[src/rtl/resize_pyramid_scheduler_if.sv]
// Bundle of the frame-controller, resize and scale-cache consumer signals
// around resize_pyramid_scheduler; master is the scheduler side.
interface resize_pyramid_scheduler_if #(
  parameter int ROW_BITS   = 10,
  parameter int COL_BITS   = 10,
  parameter int FIXED_BITS = 16,
  parameter int MAX_LEVELS = 16
);
  localparam int LVL_BITS = $clog2(MAX_LEVELS) + 1;
  localparam int IDX_BITS = $clog2(MAX_LEVELS);

  logic                  cfg_start;
  logic [ROW_BITS-1:0]   cfg_image_x_size;
  logic [COL_BITS-1:0]   cfg_image_y_size;
  logic [FIXED_BITS-1:0] cfg_step;
  logic [FIXED_BITS-1:0] cfg_inv_step;
  logic                  cfg_ready;
  logic                  cfg_done;
  logic                  cfg_taken;
  logic [LVL_BITS-1:0]   cfg_levels;

  logic                  rs_start;
  logic                  rs_taken;
  logic                  rs_ready;
  logic                  rs_done;
  logic [ROW_BITS-1:0]   rs_image_x_size;
  logic [COL_BITS-1:0]   rs_image_y_size;
  logic [ROW_BITS-1:0]   rs_target_x_size;
  logic [COL_BITS-1:0]   rs_target_y_size;
  logic [FIXED_BITS-1:0] rs_factor_x;
  logic [FIXED_BITS-1:0] rs_factor_y;

  logic                  lvl_valid;
  logic [IDX_BITS-1:0]   lvl_index;
  logic                  lvl_ack;

  logic [31:0]           perf_cycles;

  modport master (
    input  cfg_start, cfg_image_x_size, cfg_image_y_size, cfg_step, cfg_inv_step,
           cfg_taken, rs_ready, rs_done, lvl_ack,
    output cfg_ready, cfg_done, cfg_levels, rs_start, rs_taken,
           rs_image_x_size, rs_image_y_size, rs_target_x_size, rs_target_y_size,
           rs_factor_x, rs_factor_y, lvl_valid, lvl_index, perf_cycles
  );

  modport slave (
    output cfg_start, cfg_image_x_size, cfg_image_y_size, cfg_step, cfg_inv_step,
           cfg_taken, rs_ready, rs_done, lvl_ack,
    input  cfg_ready, cfg_done, cfg_levels, rs_start, rs_taken,
           rs_image_x_size, rs_image_y_size, rs_target_x_size, rs_target_y_size,
           rs_factor_x, rs_factor_y, lvl_valid, lvl_index, perf_cycles
  );
endinterface

[src/rtl/resize_pyramid_scheduler.sv]
// Walks one source frame through every pyramid level: size/factor update, resize pass, consumer hand-off.
// Optional frame cycle counter on perf_cycles when RESIZE_PYRAMID_PERF_EN is defined.
module resize_pyramid_scheduler #(
  parameter int ROW_BITS   = 10,
  parameter int COL_BITS   = 10,
  parameter int FIXED_BITS = 16,
  parameter int FRAC_BITS  = 8,
  parameter int MAX_LEVELS = 16,
  parameter int MIN_X      = 24,
  parameter int MIN_Y      = 24
) (
  input  logic                          clk,
  input  logic                          reset,
  resize_pyramid_scheduler_if.master    bus
);
  localparam int LVL_BITS = $clog2(MAX_LEVELS) + 1;
  localparam int IDX_BITS = $clog2(MAX_LEVELS);
  localparam logic [FIXED_BITS-1:0] FIX_ONE = {{(FIXED_BITS-1){1'b0}}, 1'b1} << FRAC_BITS;

  typedef enum logic [2:0] {
    S_IDLE, S_CHECK, S_ISSUE, S_WAIT, S_TAKE, S_NOTIFY, S_NEXT, S_DONE
  } state_t;

  state_t                state, state_next;
  logic                  armed;
  logic                  accept;
  logic                  stop;
  logic                  ready;
  logic [ROW_BITS-1:0]   img_x,  tgt_x;
  logic [COL_BITS-1:0]   img_y,  tgt_y;
  logic [FIXED_BITS-1:0] step,   inv_step, factor;
  logic [LVL_BITS-1:0]   level,  levels_done;

  // Truncating size update: full-width product, drop the fraction, keep the low size bits.
  function automatic logic [ROW_BITS-1:0] scale_x(input logic [ROW_BITS-1:0] size,
                                                  input logic [FIXED_BITS-1:0] mul);
    logic [ROW_BITS+FIXED_BITS-1:0] prod;
    prod = {{FIXED_BITS{1'b0}}, size} * {{ROW_BITS{1'b0}}, mul};
    return prod[FRAC_BITS +: ROW_BITS];
  endfunction

  function automatic logic [COL_BITS-1:0] scale_y(input logic [COL_BITS-1:0] size,
                                                  input logic [FIXED_BITS-1:0] mul);
    logic [COL_BITS+FIXED_BITS-1:0] prod;
    prod = {{FIXED_BITS{1'b0}}, size} * {{COL_BITS{1'b0}}, mul};
    return prod[FRAC_BITS +: COL_BITS];
  endfunction

  // Factor grows each level, so clamp to all-ones instead of wrapping.
  function automatic logic [FIXED_BITS-1:0] scale_factor(input logic [FIXED_BITS-1:0] f,
                                                         input logic [FIXED_BITS-1:0] s);
    logic [2*FIXED_BITS-1:0] prod;
    prod = {{FIXED_BITS{1'b0}}, f} * {{FIXED_BITS{1'b0}}, s};
    if (|prod[2*FIXED_BITS-1:FIXED_BITS+FRAC_BITS])
      return '1;
    return prod[FRAC_BITS +: FIXED_BITS];
  endfunction

  assign accept = (state == S_IDLE) && armed && bus.cfg_start;
  assign stop   = (tgt_x < ROW_BITS'(MIN_X)) || (tgt_y < COL_BITS'(MIN_Y)) ||
                  (level == LVL_BITS'(MAX_LEVELS)) ||
                  ((level != '0) && (inv_step >= FIX_ONE));

  always_ff @(posedge clk or posedge reset) begin
    if (reset) state <= S_IDLE;
    else       state <= state_next;
  end

  always_comb begin
    state_next    = state;
    ready         = 1'b0;
    bus.cfg_done  = 1'b0;
    bus.rs_start  = 1'b0;
    bus.rs_taken  = 1'b0;
    bus.lvl_valid = 1'b0;
    case (state)
      S_IDLE: begin
        ready = armed;
        if (accept) state_next = S_CHECK;
      end
      S_CHECK:  state_next = stop ? S_DONE : S_ISSUE;
      S_ISSUE: begin
        bus.rs_start = 1'b1;
        if (bus.rs_ready) state_next = S_WAIT;
      end
      S_WAIT:   if (bus.rs_done) state_next = S_TAKE;
      S_TAKE: begin
        bus.rs_taken = 1'b1;
        state_next   = S_NOTIFY;
      end
      // Scale cache is single-buffered: the next pass waits for the consumer.
      S_NOTIFY: begin
        bus.lvl_valid = 1'b1;
        if (bus.lvl_ack) state_next = S_NEXT;
      end
      S_NEXT:   state_next = S_CHECK;
      S_DONE: begin
        bus.cfg_done = 1'b1;
        if (bus.cfg_taken) state_next = S_IDLE;
      end
      default:  state_next = S_IDLE;
    endcase
  end

  always_ff @(posedge clk or posedge reset) begin
    if (reset) begin
      armed       <= 1'b0;
      img_x       <= '0;
      img_y       <= '0;
      step        <= '0;
      inv_step    <= '0;
      tgt_x       <= '0;
      tgt_y       <= '0;
      factor      <= '0;
      level       <= '0;
      levels_done <= '0;
    end else begin
      armed <= 1'b1;
      case (state)
        S_IDLE: if (accept) begin
          img_x       <= bus.cfg_image_x_size;
          img_y       <= bus.cfg_image_y_size;
          step        <= bus.cfg_step;
          inv_step    <= bus.cfg_inv_step;
          tgt_x       <= bus.cfg_image_x_size;
          tgt_y       <= bus.cfg_image_y_size;
          factor      <= FIX_ONE;
          level       <= '0;
          levels_done <= '0;
        end
        S_TAKE: levels_done <= levels_done + LVL_BITS'(1);
        S_NEXT: begin
          tgt_x  <= scale_x(tgt_x, inv_step);
          tgt_y  <= scale_y(tgt_y, inv_step);
          factor <= scale_factor(factor, step);
          level  <= level + LVL_BITS'(1);
        end
        default: ;
      endcase
    end
  end

  assign bus.cfg_ready        = ready;
  assign bus.cfg_levels       = levels_done;
  assign bus.rs_image_x_size  = img_x;
  assign bus.rs_image_y_size  = img_y;
  assign bus.rs_target_x_size = tgt_x;
  assign bus.rs_target_y_size = tgt_y;
  assign bus.rs_factor_x      = factor;
  assign bus.rs_factor_y      = factor;
  assign bus.lvl_index        = level[IDX_BITS-1:0];

`ifdef RESIZE_PYRAMID_PERF_EN
  logic [31:0] perf;

  always_ff @(posedge clk or posedge reset) begin
    if (reset)                                       perf <= '0;
    else if (accept)                                 perf <= '0;
    else if ((state != S_IDLE) && (state != S_DONE)) perf <= perf + 32'd1;
  end

  assign bus.perf_cycles = perf;
`else
  assign bus.perf_cycles = '0;
`endif
endmodule

[src/flat_wrapper.sv]
// flat-port wrapper written by rule: the top's interface ports become plain ports
module resize_pyramid_scheduler_flat 
#(
  parameter int ROW_BITS   = 10,
  parameter int COL_BITS   = 10,
  parameter int FIXED_BITS = 16,
  parameter int FRAC_BITS  = 8,
  parameter int MAX_LEVELS = 16,
  parameter int MIN_X      = 24,
  parameter int MIN_Y      = 24
)
  (clk, reset, bus_cfg_start, bus_cfg_image_x_size, bus_cfg_image_y_size, bus_cfg_step, bus_cfg_inv_step, bus_cfg_taken, bus_rs_ready, bus_rs_done, bus_lvl_ack, bus_cfg_ready, bus_cfg_done, bus_cfg_levels, bus_rs_start, bus_rs_taken, bus_rs_image_x_size, bus_rs_image_y_size, bus_rs_target_x_size, bus_rs_target_y_size, bus_rs_factor_x, bus_rs_factor_y, bus_lvl_valid, bus_lvl_index, bus_perf_cycles);
  resize_pyramid_scheduler_if #(.ROW_BITS(ROW_BITS), .COL_BITS(COL_BITS), .FIXED_BITS(FIXED_BITS), .MAX_LEVELS(MAX_LEVELS)) bus_i ();
  input  logic clk;
  input  logic reset;
  input wire logic [$bits(bus_i.cfg_start)-1:0] bus_cfg_start;
  input wire logic [$bits(bus_i.cfg_image_x_size)-1:0] bus_cfg_image_x_size;
  input wire logic [$bits(bus_i.cfg_image_y_size)-1:0] bus_cfg_image_y_size;
  input wire logic [$bits(bus_i.cfg_step)-1:0] bus_cfg_step;
  input wire logic [$bits(bus_i.cfg_inv_step)-1:0] bus_cfg_inv_step;
  input wire logic [$bits(bus_i.cfg_taken)-1:0] bus_cfg_taken;
  input wire logic [$bits(bus_i.rs_ready)-1:0] bus_rs_ready;
  input wire logic [$bits(bus_i.rs_done)-1:0] bus_rs_done;
  input wire logic [$bits(bus_i.lvl_ack)-1:0] bus_lvl_ack;
  output wire logic [$bits(bus_i.cfg_ready)-1:0] bus_cfg_ready;
  output wire logic [$bits(bus_i.cfg_done)-1:0] bus_cfg_done;
  output wire logic [$bits(bus_i.cfg_levels)-1:0] bus_cfg_levels;
  output wire logic [$bits(bus_i.rs_start)-1:0] bus_rs_start;
  output wire logic [$bits(bus_i.rs_taken)-1:0] bus_rs_taken;
  output wire logic [$bits(bus_i.rs_image_x_size)-1:0] bus_rs_image_x_size;
  output wire logic [$bits(bus_i.rs_image_y_size)-1:0] bus_rs_image_y_size;
  output wire logic [$bits(bus_i.rs_target_x_size)-1:0] bus_rs_target_x_size;
  output wire logic [$bits(bus_i.rs_target_y_size)-1:0] bus_rs_target_y_size;
  output wire logic [$bits(bus_i.rs_factor_x)-1:0] bus_rs_factor_x;
  output wire logic [$bits(bus_i.rs_factor_y)-1:0] bus_rs_factor_y;
  output wire logic [$bits(bus_i.lvl_valid)-1:0] bus_lvl_valid;
  output wire logic [$bits(bus_i.lvl_index)-1:0] bus_lvl_index;
  output wire logic [$bits(bus_i.perf_cycles)-1:0] bus_perf_cycles;
  assign bus_i.cfg_start = bus_cfg_start;
  assign bus_i.cfg_image_x_size = bus_cfg_image_x_size;
  assign bus_i.cfg_image_y_size = bus_cfg_image_y_size;
  assign bus_i.cfg_step = bus_cfg_step;
  assign bus_i.cfg_inv_step = bus_cfg_inv_step;
  assign bus_i.cfg_taken = bus_cfg_taken;
  assign bus_i.rs_ready = bus_rs_ready;
  assign bus_i.rs_done = bus_rs_done;
  assign bus_i.lvl_ack = bus_lvl_ack;
  assign bus_cfg_ready = bus_i.cfg_ready;
  assign bus_cfg_done = bus_i.cfg_done;
  assign bus_cfg_levels = bus_i.cfg_levels;
  assign bus_rs_start = bus_i.rs_start;
  assign bus_rs_taken = bus_i.rs_taken;
  assign bus_rs_image_x_size = bus_i.rs_image_x_size;
  assign bus_rs_image_y_size = bus_i.rs_image_y_size;
  assign bus_rs_target_x_size = bus_i.rs_target_x_size;
  assign bus_rs_target_y_size = bus_i.rs_target_y_size;
  assign bus_rs_factor_x = bus_i.rs_factor_x;
  assign bus_rs_factor_y = bus_i.rs_factor_y;
  assign bus_lvl_valid = bus_i.lvl_valid;
  assign bus_lvl_index = bus_i.lvl_index;
  assign bus_perf_cycles = bus_i.perf_cycles;
  resize_pyramid_scheduler #(.ROW_BITS(ROW_BITS), .COL_BITS(COL_BITS), .FIXED_BITS(FIXED_BITS), .FRAC_BITS(FRAC_BITS), .MAX_LEVELS(MAX_LEVELS), .MIN_X(MIN_X), .MIN_Y(MIN_Y)) u_core (.clk(clk), .reset(reset), .bus(bus_i));
endmodule
[config.mk]
export PLATFORM = sky130hd
export DESIGN_NAME = resize_pyramid_scheduler_flat
export DESIGN_NICKNAME = d
export VERILOG_FILES = /design/src/rtl/resize_pyramid_scheduler_if.sv /design/src/rtl/resize_pyramid_scheduler.sv /design/src/flat_wrapper.sv
export SDC_FILE = /design/constraint.sdc
export NUM_CORES = 1
export LEC_CHECK = 0
export CAP_MARGIN = 20
export CORE_ASPECT_RATIO = 0.8
export CORE_UTILIZATION = 30
export CTS_BUF_LIST = sky130_fd_sc_hd__clkbuf_8
export DETAILED_ROUTE_END_ITERATION = 16
export HOLD_SLACK_MARGIN = 0.1
export PLACE_DENSITY_LB_ADDON = 0.15
export SYNTH_ARGS = -nofsm -noshare
export SYNTH_HDL_FRONTEND = slang
export SYNTH_SLANG_ARGS = --single-unit
[constraint.sdc]
create_clock -name clk -period 6.6 [get_ports clk]
set_input_delay 0.66 -clock clk [delete_from_list [all_inputs] [get_ports clk]]
set_output_delay 0.66 -clock clk [all_outputs]
set_load 0.1 [all_outputs]
==> qor.log <==
qor: outcome.status complete, but fails checks
qor: outcome.violations setup timing
qor: placement.pre_cts_ws 0.0114 ns
qor: worst_setup_path.crit_required 6.99 ns
qor: worst_setup_path.startpoint_type flop
qor: layout.final_cell_mix 438 x sky130_fd_sc_hd__nand2_1, 393 x sky130_fd_sc_hd__inv_1, 356 x sky130_fd_sc_hd__fa_1
qor: detailed_routing.top_signal_layer_used met4
qor: worst_setup_path.cp_data_arrival_time 7.00 ns
qor: global_routing.antenna_found_initial 2
qor: placement.place_hpwl 47400 um
qor: floorplan.die_area 0.0669 mm^2
qor: timing.clock.fmax 151 MHz
qor: layout.fillerInstances 6728
qor: logic_synthesis.synth_area_per_cell 8.85 um^2
qor: layout.layout.core_utilization 35.9%
qor: detailed_routing.post-route-drc-count 0
qor: layout.mostFrequentLayoutCell sky130_fd_sc_hd__nand2_1
qor: floorplan.rows 83
qor: layout.nets 2965
qor: run.cap_viol_max_count 0
qor: logic_synthesis.synthesis.yosys.warnings 0
qor: detailed_routing.detail_route.iter0.violations 715
qor: global_routing.grt_pass1_wl 96200 um
qor: logic_synthesis.dominantRegCellSynth sky130_fd_sc_hd__dfrtp_1
qor: timing.worst_pin_slew 1.07 ns
qor: detailed_routing.wl_met2 25800 um
qor: layout.layout-drive-gt1-share 9.31%
qor: detailed_routing.post_drt_wl_per_cell 18.6 um
qor: layout.area_growth 17.3%
qor: placement.globalplace.congestion 0.838
qor: clocking.cts-hold-fix-buffers 0
qor: logic_synthesis.synthesis.area 0.0198 mm^2
qor: timing.timing.slew.headroom 28.5%
qor: logic_synthesis.synth_sequential_area_ratio 12.9%
qor: timing.final-setup-viol-count 8
qor: floorplan.floorplan.io_pins 177
qor: detailed_routing.drt_pass1_iterations 5
qor: floorplan.die-width 289 um
qor: clocking.cts_inserted_buffers 9
qor: timing.final.min_clock_period 6.61 ns
qor: detailed_routing.drt.antenna.violating_nets 0
qor: logic_synthesis.synthesis.instances 2232
qor: clocking.cts_root_buffer sky130_fd_sc_hd__clkbuf_8
qor: floorplan.core-area 0.0646 mm^2
qor: timing.slew_violations 0
qor: floorplan.initial_standard_cell_utilization_of_the_core 30.6%
qor: global_routing.largest_net_degree_at_the_start_of_global_routing 60
qor: timing.hold_ws 0.488 ns
qor: clocking.ctsLongestPathBuffers 2
qor: global_routing.track_usage 18.9%
qor: logic_synthesis.ys_types 65
qor: min_path.min_path_type flop to flop
qor: detailed_routing.drt-vias-per-instance 4.63
qor: global_routing.total_congestion_overflow_after_global_routing 0
qor: timing.grt_setup_unrepaired true
qor: detailed_routing.routed_wl 60300 um
qor: logic_synthesis.synth_edf_count 0
qor: placement.portBuffers 144
qor: logic_synthesis.postSynth.asyncResetShare 100%
qor: timing.period_share 100%
qor: timing.final.setup_skew 0.0237 ns
qor: clocking.clk_latency 0.48 ns
qor: detailed_routing.wl_met3 3070 um
qor: clocking.cts_tree yes
qor: worst_setup_path.worst_setup_path_end_kind flop
qor: global_routing.first_global_vias 16.3k
qor: clocking.cts.clk_slew.worst_paths 0.13 ns
qor: timing.timing_hold_violations_final 0
qor: worst_setup_path.crit_type flop to flop
qor: worst_setup_path.crit_path_max_fanout 8
qor: floorplan.chipHeight 232 um
qor: detailed_routing.route.vias.total 15.0k
qor: detailed_routing.routedLengthMet1 30700 um
qor: logic_synthesis.number_of_storage_elements_in_the_synthesis_netlist 102
qor: timing.final.setup.worst_slack -0.0110 ns
qor: clocking.cts_num_sinks 102
qor: clocking.ctsHtreeMaxLevel 3
==> timing repair <==
item,CTS,global route
gates cloned,0,1
setup endpoints to repair,15,16
setup buffers,13,15
resized for setup,12,50
pin swaps,4,13
==> worst paths after layout <==
path / start / to / slack [ns] / cells after the start
worst max register to register: u_core.bus.rs_factor_x[5]$_DFFE_PP0P_ / u_core.bus.rs_factor_x[13]$_DFFE_PP0P_ / -0.01 / 23
worst max-delay path: u_core.bus.rs_factor_x[5]$_DFFE_PP0P_ / u_core.bus.rs_factor_x[13]$_DFFE_PP0P_ / -0.01 / 23
worst min-delay path: u_core.bus.rs_image_x_size[1]$_DFFE_PP0P_ / u_core.bus.rs_image_x_size[1]$_DFFE_PP0P_ / 0.49 / 2
min in group asynchronous: reset / u_core.bus.rs_image_x_size[9]$_DFFE_PP0P_ / 0.69 / 2
worst min register to register: u_core.bus.rs_image_x_size[1]$_DFFE_PP0P_ / u_core.bus.rs_image_x_size[1]$_DFFE_PP0P_ / 0.49 / 2
max in group asynchronous: reset / u_core.bus.rs_factor_x[6]$_DFFE_PP0P_ / 4.50 / 3
==> area by class of cell <==
cell class	instances	area (um^2)	share of cell area (%)
well taps	850	1060	4.59
inverters	399	1500	6.47
multi-input cells	1600	15300	66.0
clock buffers	9	124	0.535
repair buffers	267	2500	10.8
diodes	2	5.00	0.0216
clock inverters	7	88.8	0.383
flip-flops and latches	102	2600	11.2
==> routing by layer <==
layer  up-vias  track usage (%)
met5         -                0
met4         0             3.36
met3        37             3.18
met2       317             28.2
met1      7691             28.5
li1       6936                -
==> logic make-up (layout without fill, tap and decap cells) <==
family,after synthesis,count (layout),share of synthesized area (%)
flip-flops,102,102,12.9
buffers and inverters,561,682,11.7
other,2,35,0.0380
AND/OR/NAND/NOR,794,794,19.3
XOR/XNOR,69,69,3.06
AO/OA/AOI/OAI,171,171,5.56
multiplexers,6,6,0.310
adder cells (fa/ha/maj),527,527,47.1
==> critical path, cell delays in order (launching register included) <==
cell and delay [ns]:
sky130_fd_sc_hd__dfrtp_4 0.53, sky130_fd_sc_hd__buf_12 0.15, sky130_fd_sc_hd__and2_4 0.13, sky130_fd_sc_hd__fa_1 0.54, sky130_fd_sc_hd__inv_2 0.04, sky130_fd_sc_hd__fa_1 0.54
sky130_fd_sc_hd__inv_2 0.04, sky130_fd_sc_hd__fa_2 0.53, sky130_fd_sc_hd__fa_2 0.44, sky130_fd_sc_hd__fa_1 0.51, sky130_fd_sc_hd__inv_2 0.06, sky130_fd_sc_hd__fa_1 0.48
sky130_fd_sc_hd__inv_1 0.05, sky130_fd_sc_hd__ha_2 0.17, sky130_fd_sc_hd__a21o_1 0.16, sky130_fd_sc_hd__nand2_2 0.09, sky130_fd_sc_hd__a21oi_4 0.07, sky130_fd_sc_hd__o41ai_4 0.31
sky130_fd_sc_hd__inv_1 0.10, sky130_fd_sc_hd__a221o_1 0.43, sky130_fd_sc_hd__a311o_1 0.38, sky130_fd_sc_hd__a311o_2 0.47, sky130_fd_sc_hd__clkbuf_16 0.20, sky130_fd_sc_hd__a31oi_4 0.12
==> synth_stat cells, drive strengths merged, types with 7 or more instances <==
master	n	area (um^2)
nand2	440	1650
inv	399	1500
fa	361	7230
and2	255	1600
ha	166	2080
clkbuf	106	398
dfrtp	102	2550
buf	56	414
xnor2	47	412
a21oi	43	215
o21ai	38	190
nor2	31	124
a31oi	26	163
xor2	22	193
a21o	13	98.9
and3	13	82.6
nand3	9	45.0
nor3	9	45.0
nand4	8	50.1
a211oi	7	52.6
o21a	7	60.1
==> flip-flops by register name, indices dropped and copies added (netlist names) <==
register,count
u_core.step,16
u_core.bus.rs_target_x_size,10
u_core.armed,1
u_core.inv_step,16
u_core.bus.rs_factor_x,16
u_core.bus.rs_target_y_size,10
u_core.bus.rs_image_y_size,10
u_core.level,5
u_core.bus.rs_image_x_size,10
u_core.bus.cfg_levels,5
u_core.state,3
==> metrics by stage <==
stage / instances / TNS (ns) / instance area [um^2]
after floorplan: 2263 / 0 / 19900
after global placement: 3188 / 0 / 22400
after detailed placement: 3188 / 0 / 22400
after CTS: 3217 / 0 / 22700
after global routing: 3235 / -3.70 / 23200
final: 3236 / -0.0505 / 23200
Power is not shown: default switching activity piles up to over one toggle a cycle in this logic, so the estimate is an artifact.
